[config.mk]
export PLATFORM = sky130hd
export DESIGN_NAME = lampfpu_sqrt_gs_unit
export DESIGN_NICKNAME = d
export VERILOG_FILES = /design/src/rtl/lampfpu_sqrt_gs_unit.sv
export SDC_FILE = /design/constraint.sdc
export NUM_CORES = 2
export LEC_CHECK = 0
export ABC_AREA = 1
export BUFFER_PORTS_ARGS = -buffer_cell sky130_fd_sc_hd__buf_2
export CORE_ASPECT_RATIO = 1.25
export CORE_UTILIZATION = 50
export CTS_BUF_LIST = sky130_fd_sc_hd__clkbuf_4
export DETAILED_ROUTE_END_ITERATION = 8
export PLACE_DENSITY = 0.7
export RECOVER_POWER = 50
export SYNTH_ARGS = -nofsm -noshare
export SYNTH_HDL_FRONTEND = slang
export SYNTH_SLANG_ARGS = --single-unit
[constraint.sdc]
create_clock -name clk -period 16 [get_ports clk]
set_input_delay 0.8 -clock clk [delete_from_list [all_inputs] [get_ports clk]]
set_output_delay 0.8 -clock clk [all_outputs]
set_load 0.005 [all_outputs]
[src/rtl/lampfpu_sqrt_gs_unit.sv]
// Iterative Goldschmidt sqrt / 1-sqrt on a normalised Q1 significand, with odd-exponent correction.
// One operation in flight; result held in DONE until out_ready_i, latency 3+3k cycles (1 for bypass).
module lampfpu_sqrt_gs_unit #(
  parameter int SIG_W    = 8,
  parameter int PREC_W   = 8,
  parameter int OUT_W    = 16,
  parameter int MAX_ITER = 4,
  parameter int ITER_CW  = $clog2(MAX_ITER + 1)
) (
  input  logic                       clk,
  input  logic                       rst,
  input  logic                       in_valid_i,
  output logic                       in_ready_o,
  input  logic [SIG_W-1:0]           s_i,
  input  logic                       is_exp_odd_i,
  input  logic                       invSqrt_i,
  input  logic                       special_case_i,
  output logic                       out_valid_o,
  input  logic                       out_ready_i,
  output logic [OUT_W-1:0]           res_o,
  output logic [$clog2(SIG_W+1)-1:0] lz_o,
  output logic                       odd_o,
  output logic                       special_o,
  output logic [ITER_CW-1:0]         iter_o
);

  localparam int W    = SIG_W + PREC_W;
  localparam int W2   = 2 * W;
  localparam int W3   = 3 * W;
  localparam int LZ_W = $clog2(SIG_W + 1);

  localparam logic [W-1:0] ONE       = W'(1) << (W - 2);
  localparam logic [W-1:0] THREE     = W'(3) << (W - 2);
  localparam logic [W-1:0] SQRT2     = W'($rtoi(1.4142135623730951 * (2.0 ** (W - 2)) + 0.5));
  localparam logic [W-1:0] INV_SQRT2 = W'($rtoi(0.7071067811865476 * (2.0 ** (W - 2)) + 0.5));

  typedef enum logic [2:0] {
    IDLE, INIT, ITER_B, ITER_R, ITER_XY, FINAL, DONE
  } state_t;

  state_t r_state, w_state_nxt;

  logic [SIG_W-1:0]   r_s;
  logic               r_odd_in, r_inv, r_spec;
  logic [W-1:0]       r_b, r_r, r_x, r_y;
  logic [LZ_W-1:0]    r_lz;
  logic               r_p;
  logic [ITER_CW-1:0] r_iter;
  logic [OUT_W-1:0]   r_res;
  logic [LZ_W-1:0]    r_lz_out;
  logic               r_odd_out, r_special;
  logic [ITER_CW-1:0] r_iter_out;

  function automatic logic [LZ_W-1:0] lzc(input logic [SIG_W-1:0] v);
    lzc = LZ_W'(SIG_W);
    for (int i = 0; i < SIG_W; i++) begin
      if (v[i]) lzc = LZ_W'(SIG_W - 1 - i);
    end
  endfunction

  logic [LZ_W-1:0]  w_lz;
  logic [SIG_W-1:0] w_norm;
  logic [W-1:0]     w_f, w_r0, w_x0, w_b_nxt, w_r_nxt, w_x_nxt, w_y_nxt;
  logic [W-1:0]     w_v, w_vc, w_vf;
  logic             w_bypass, w_conv;

  assign w_bypass = r_spec || (r_s == '0);
  assign w_conv   = (r_r == ONE) || (r_iter == ITER_CW'(MAX_ITER));

  // Q1.(SIG_W-1) -> Q2.(W-2): the normalised significand moves up by PREC_W-1 bits
  assign w_lz    = lzc(r_s);
  assign w_norm  = r_s << w_lz;
  assign w_f     = W'(w_norm) << (PREC_W - 1);
  assign w_r0    = (THREE - w_f) >> 1;
  assign w_x0    = W'((W2'(w_f) * W2'(w_r0)) >> (W - 2));

  assign w_b_nxt = W'((W3'(r_b) * W3'(r_r) * W3'(r_r)) >> (2 * W - 4));
  assign w_r_nxt = (THREE - r_b) >> 1;
  assign w_x_nxt = W'((W2'(r_x) * W2'(r_r)) >> (W - 2));
  assign w_y_nxt = W'((W2'(r_y) * W2'(r_r)) >> (W - 2));

  assign w_v  = r_inv ? r_y : r_x;
  assign w_vc = W'((W2'(w_v) * W2'(r_inv ? INV_SQRT2 : SQRT2)) >> (W - 2));
  assign w_vf = r_p ? w_vc : w_v;

  always_ff @(posedge clk) begin
    if (rst) r_state <= IDLE;
    else     r_state <= w_state_nxt;
  end

  always_comb begin
    w_state_nxt = r_state;
    case (r_state)
      IDLE:    if (in_valid_i) w_state_nxt = INIT;
      INIT:    w_state_nxt = w_bypass ? DONE : ITER_B;
      ITER_B:  w_state_nxt = w_conv ? FINAL : ITER_R;
      ITER_R:  w_state_nxt = ITER_XY;
      ITER_XY: w_state_nxt = ITER_B;
      FINAL:   w_state_nxt = DONE;
      DONE:    if (out_ready_i) w_state_nxt = IDLE;
      default: w_state_nxt = IDLE;
    endcase
  end

  always_comb begin
    in_ready_o  = (r_state == IDLE);
    out_valid_o = (r_state == DONE);
  end

  always_ff @(posedge clk) begin
    if (rst) begin
      r_s        <= '0;
      r_odd_in   <= 1'b0;
      r_inv      <= 1'b0;
      r_spec     <= 1'b0;
      r_b        <= '0;
      r_r        <= '0;
      r_x        <= '0;
      r_y        <= '0;
      r_lz       <= '0;
      r_p        <= 1'b0;
      r_iter     <= '0;
      r_res      <= '0;
      r_lz_out   <= '0;
      r_odd_out  <= 1'b0;
      r_special  <= 1'b0;
      r_iter_out <= '0;
    end else begin
      case (r_state)
        IDLE: begin
          if (in_valid_i) begin
            r_s      <= s_i;
            r_odd_in <= is_exp_odd_i;
            r_inv    <= invSqrt_i;
            r_spec   <= special_case_i;
          end
        end
        INIT: begin
          if (w_bypass) begin
            r_res      <= '0;
            r_lz_out   <= '0;
            r_odd_out  <= 1'b0;
            r_special  <= 1'b1;
            r_iter_out <= '0;
          end else begin
            r_b    <= w_f;
            r_r    <= w_r0;
            r_y    <= w_r0;
            r_x    <= w_x0;
            r_lz   <= w_lz;
            r_p    <= r_odd_in ^ w_lz[0];
            r_iter <= '0;
          end
        end
        ITER_B:  if (!w_conv) r_b <= w_b_nxt;
        ITER_R:  r_r <= w_r_nxt;
        ITER_XY: begin
          r_x    <= w_x_nxt;
          r_y    <= w_y_nxt;
          r_iter <= r_iter + 1'b1;
        end
        FINAL: begin
          r_res      <= OUT_W'(w_vf >> (W - OUT_W));
          r_lz_out   <= r_lz;
          r_odd_out  <= r_p;
          r_special  <= 1'b0;
          r_iter_out <= r_iter;
        end
        default: ;
      endcase
    end
  end

  assign res_o     = r_res;
  assign lz_o      = r_lz_out;
  assign odd_o     = r_odd_out;
  assign special_o = r_special;
  assign iter_o    = r_iter_out;

endmodule

==> impl_metrics.env <==
export IMPL_finalSetupViolations=0
export IMPL_clock_power_share_pct=3.0
export IMPL_cp_slowest_cell="dfxtp_4"
export IMPL_cts_sinks=110
export IMPL_routed_wirelength_mm=148
export IMPL_hold_buffers=0
export IMPL_synth_cell_type_count=60
export IMPL_grt_pass1_vias=45100
export IMPL_synth_most_common_cell="inv_1"
export IMPL_cts_root_buf="clkbuf_4"
export IMPL_clock_fmax_ghz=0.0799
export IMPL_grt_overflow_total=0
export IMPL_die_x_um=290
export IMPL_cts_tree="built"
export IMPL_netlist_area_leader_share_pct=40.6
export IMPL_peakVddDrop_mv=0.427
export IMPL_drv_slew=26
export IMPL_leakage_nw=30.5
export IMPL_comb_power_share_pct=88.8
export IMPL_post_cts_buffers=0
export IMPL_cts_buffer_depth=2
export IMPL_crit_start="r_r[7]"
export IMPL_synth_seq_cells=110
export IMPL_dp_slack_ps=3580
export IMPL_wl_per_cell_um=18.4
export IMPL_switching_share_pct=61.8
export IMPL_endpoint_kind="flop"
export IMPL_rsz0062_at_grt="false"
export IMPL_rows=131
export IMPL_synth_edf_count=0
export IMPL_postSynthCellCount=6854
export IMPL_critPathMostFrequentCell="fa_1"
export IMPL_cpPeakStageDelay_ps=770
export IMPL_cts_made_buffers=9
export IMPL_p_int_mw=2.35
export IMPL_critical_path_max_fanout=41
export IMPL_power_switching_mw=3.81
export IMPL_num_vias=42700
export IMPL_r2r_cells=45
export IMPL_crit_type="flop to flop"
export IMPL_gp_congestion=0.963
export IMPL_drtIter0Drc=2626
export IMPL_layout_nets=8362
export IMPL_fin_skew_ps=88.3
export IMPL_core_mm2=0.102
export IMPL_holdWs_ps=380
export IMPL_holdCritPathClass="primary input to flop"
export IMPL_outcome="finished with violations"
export IMPL_antenna_found_initial=2
export IMPL_seq_area_frac_synth_pct=4.26
export IMPL_synthesis_area_per_instance_um2=7.54
export IMPL_synthFlopType="dfxtp_1"
export IMPL_initial_core_util_pct=50.6
export IMPL_yosys_area_top_type="fa_1"
export IMPL_grt_max_degree=55
export IMPL_worst_pin_slew_ps=1740
export IMPL_slew_headroom_pct=-16.6
export IMPL_cp_required_ps=16690
export IMPL_pwr_share_seq_pct=8.2
export IMPL_cts_reportedPaths_clkPinSlew_ps=290
export IMPL_cts_resized=0
export IMPL_hold_violations=0
export IMPL_htree_levels=3
export IMPL_async_flop_share_pct=0
export IMPL_syn_to_final_growth_pct=2.75
export IMPL_finalWorstSetupSlack_ps=3490
export IMPL_drive_above_1_share_pct=2.61
export IMPL_ant_nets=0
export IMPL_grt_first_pass_wirelength_mm=238
export IMPL_violations="max-capacitance violations, max-slew violations"
export IMPL_vias_per_cell=5.32
export IMPL_die_h_um=362
export IMPL_ys_warnings_count=0
export IMPL_drc=0
export IMPL_max_cap_viol_count=1
export IMPL_io_pin_count=42
export IMPL_synthTopCellsByArea="fa_1, ha_1, inv_1"
export IMPL_netlist_area_mm2=0.0517
export IMPL_regToRegStartpoint="r_r[7]"
export IMPL_io_buffers=41
export IMPL_tns_ps=0
export IMPL_placed_cell_area_mm2=0.0530
export IMPL_power_mw=6.16
export IMPL_critPathCapture="r_b[8]"
export IMPL_drtPass1Iterations=6
export IMPL_final_cell_area_mm2=0.0531
export IMPL_regToRegEndpoint="r_b[8]"
export IMPL_start_kind="flop"
export IMPL_r2r_setup_slack_ps=3490
export IMPL_worst_skew_pair_late_latency_ps=720
export IMPL_grt_usage_pct=29.3
export IMPL_synth_commonest_cells="inv_1, nand2_1, fa_1"
export IMPL_finalCritPeriodShare_pct=78.2
export IMPL_min_period_ps=12510
export IMPL_power_density_mw_per_mm2=116
export IMPL_die_area_mm2=0.105
export IMPL_cp_arrival_ps=13200
export IMPL_place_hpwl_mm=119
==> through the flow <==
| step | instances | util (%) |
|---|---|---|
| final | 8030 | 52.0 |
| after global routing | 8030 | 52.0 |
| after CTS | 8028 | 52.0 |
| after detailed placement | 8012 | 51.8 |
| after global placement | 8012 | 51.8 |
| after floorplan | 6874 | - |
==> cells by family after synthesis <==
group,share of synthesized area (%)
compound gates,6.35
xor+xnor,1.18
fa+ha+maj,55.2
buf+inv,16.3
flops,4.26
other cells,0.0145
simple gates,16.6
==> layout by cell type, fill, tap and decap left out, types with 6 or more instances in the layout <==
cell,count
a21o_1,16
a21oi_1,313
a31oi_1,18
buf_2,23
buf_4,61
clkbuf_1,17
clkbuf_4,9
clkinv_1,8
conb_1,22
dfxtp_1,95
dfxtp_2,9
dfxtp_4,6
fa_1,1049
ha_1,605
inv_1,1926
inv_2,10
nand2_1,1595
nand2_2,7
nand3_1,93
nand4_1,20
nor2_1,373
nor3_1,33
nor4_1,15
o211ai_1,14
o21a_1,9
o21ai_0,177
o21ai_1,11
o21bai_1,8
or2_1,9
or2_2,20
xnor2_1,29
xor2_1,37
==> power groups by stage <==
stage | Combinational (mW) | Clock (mW) | Sequential [mW]
after floorplan | 4.09 | 0 | 0.352
after global placement | 5.40 | 0 | 0.506
after detailed placement | 5.45 | 0 | 0.508
after CTS | 5.50 | 0.189 | 0.502
after global routing | 6.29 | 0.195 | 0.512
final | 5.47 | 0.186 | 0.506
==> metal layers <==
metal	track usage [%]	routed length [um]	vias to the layer above
met5	0	0	-
met4	17.2	10000	0
met3	2.74	8230	429
met2	51.7	74400	1515
met1	34.3	55000	21200
li1	-	-	19500
==> worst max-delay path, delay by kind of cell (launching register included) <==
kind | cells | cell delay, ps
flip-flops | 1 | 770
AO/OA/AOI/OAI | 8 | 1910
AND/OR/NAND/NOR | 11 | 1680
adder cells (fa/ha/maj) | 14 | 6490
buffers and inverters | 12 | 1560
==> area by class of cell <==
| cell class | instances | area [um2] |
|---|---|---|
| Clock inverter | 7 | 100 |
| Antenna cell | 2 | 5.00 |
| Multi-Input combinational cell | 4526 | 41100 |
| Tap cell | 1330 | 1660 |
| Clock buffer | 9 | 67.6 |
| Sequential cell | 110 | 2240 |
| Fill cell | 10000 | 49100 |
| Timing Repair Buffer | 102 | 642 |
| Inverter | 1944 | 7300 |
==> worst min-delay path by stage <==
stage | start | end | slack, ps | cells after the start
after floorplan | r_lz[3] | r_lz[3] | 430 | 2
after global placement | r_lz[3] | r_lz[3] | 440 | 2
after detailed placement | odd_o | odd_o | 450 | 2
after CTS | s_i[3] | r_s[3] | 350 | 3
after global routing | is_exp_odd_i | r_odd_in | 390 | 3
final | s_i[3] | r_s[3] | 380 | 3
==> registers in the layout, indices dropped and copies added (netlist names) <==
register	count
iter_o	3
lz_o	4
odd_o	1
r_b	16
r_inv	1
r_iter	3
r_lz	4
r_odd_in	1
r_p	1
r_r	15
r_s	8
r_spec	1
r_state	3
r_x	16
r_y	16
res_o	16
special_o	1
Power figures use the tool's default switching activity.
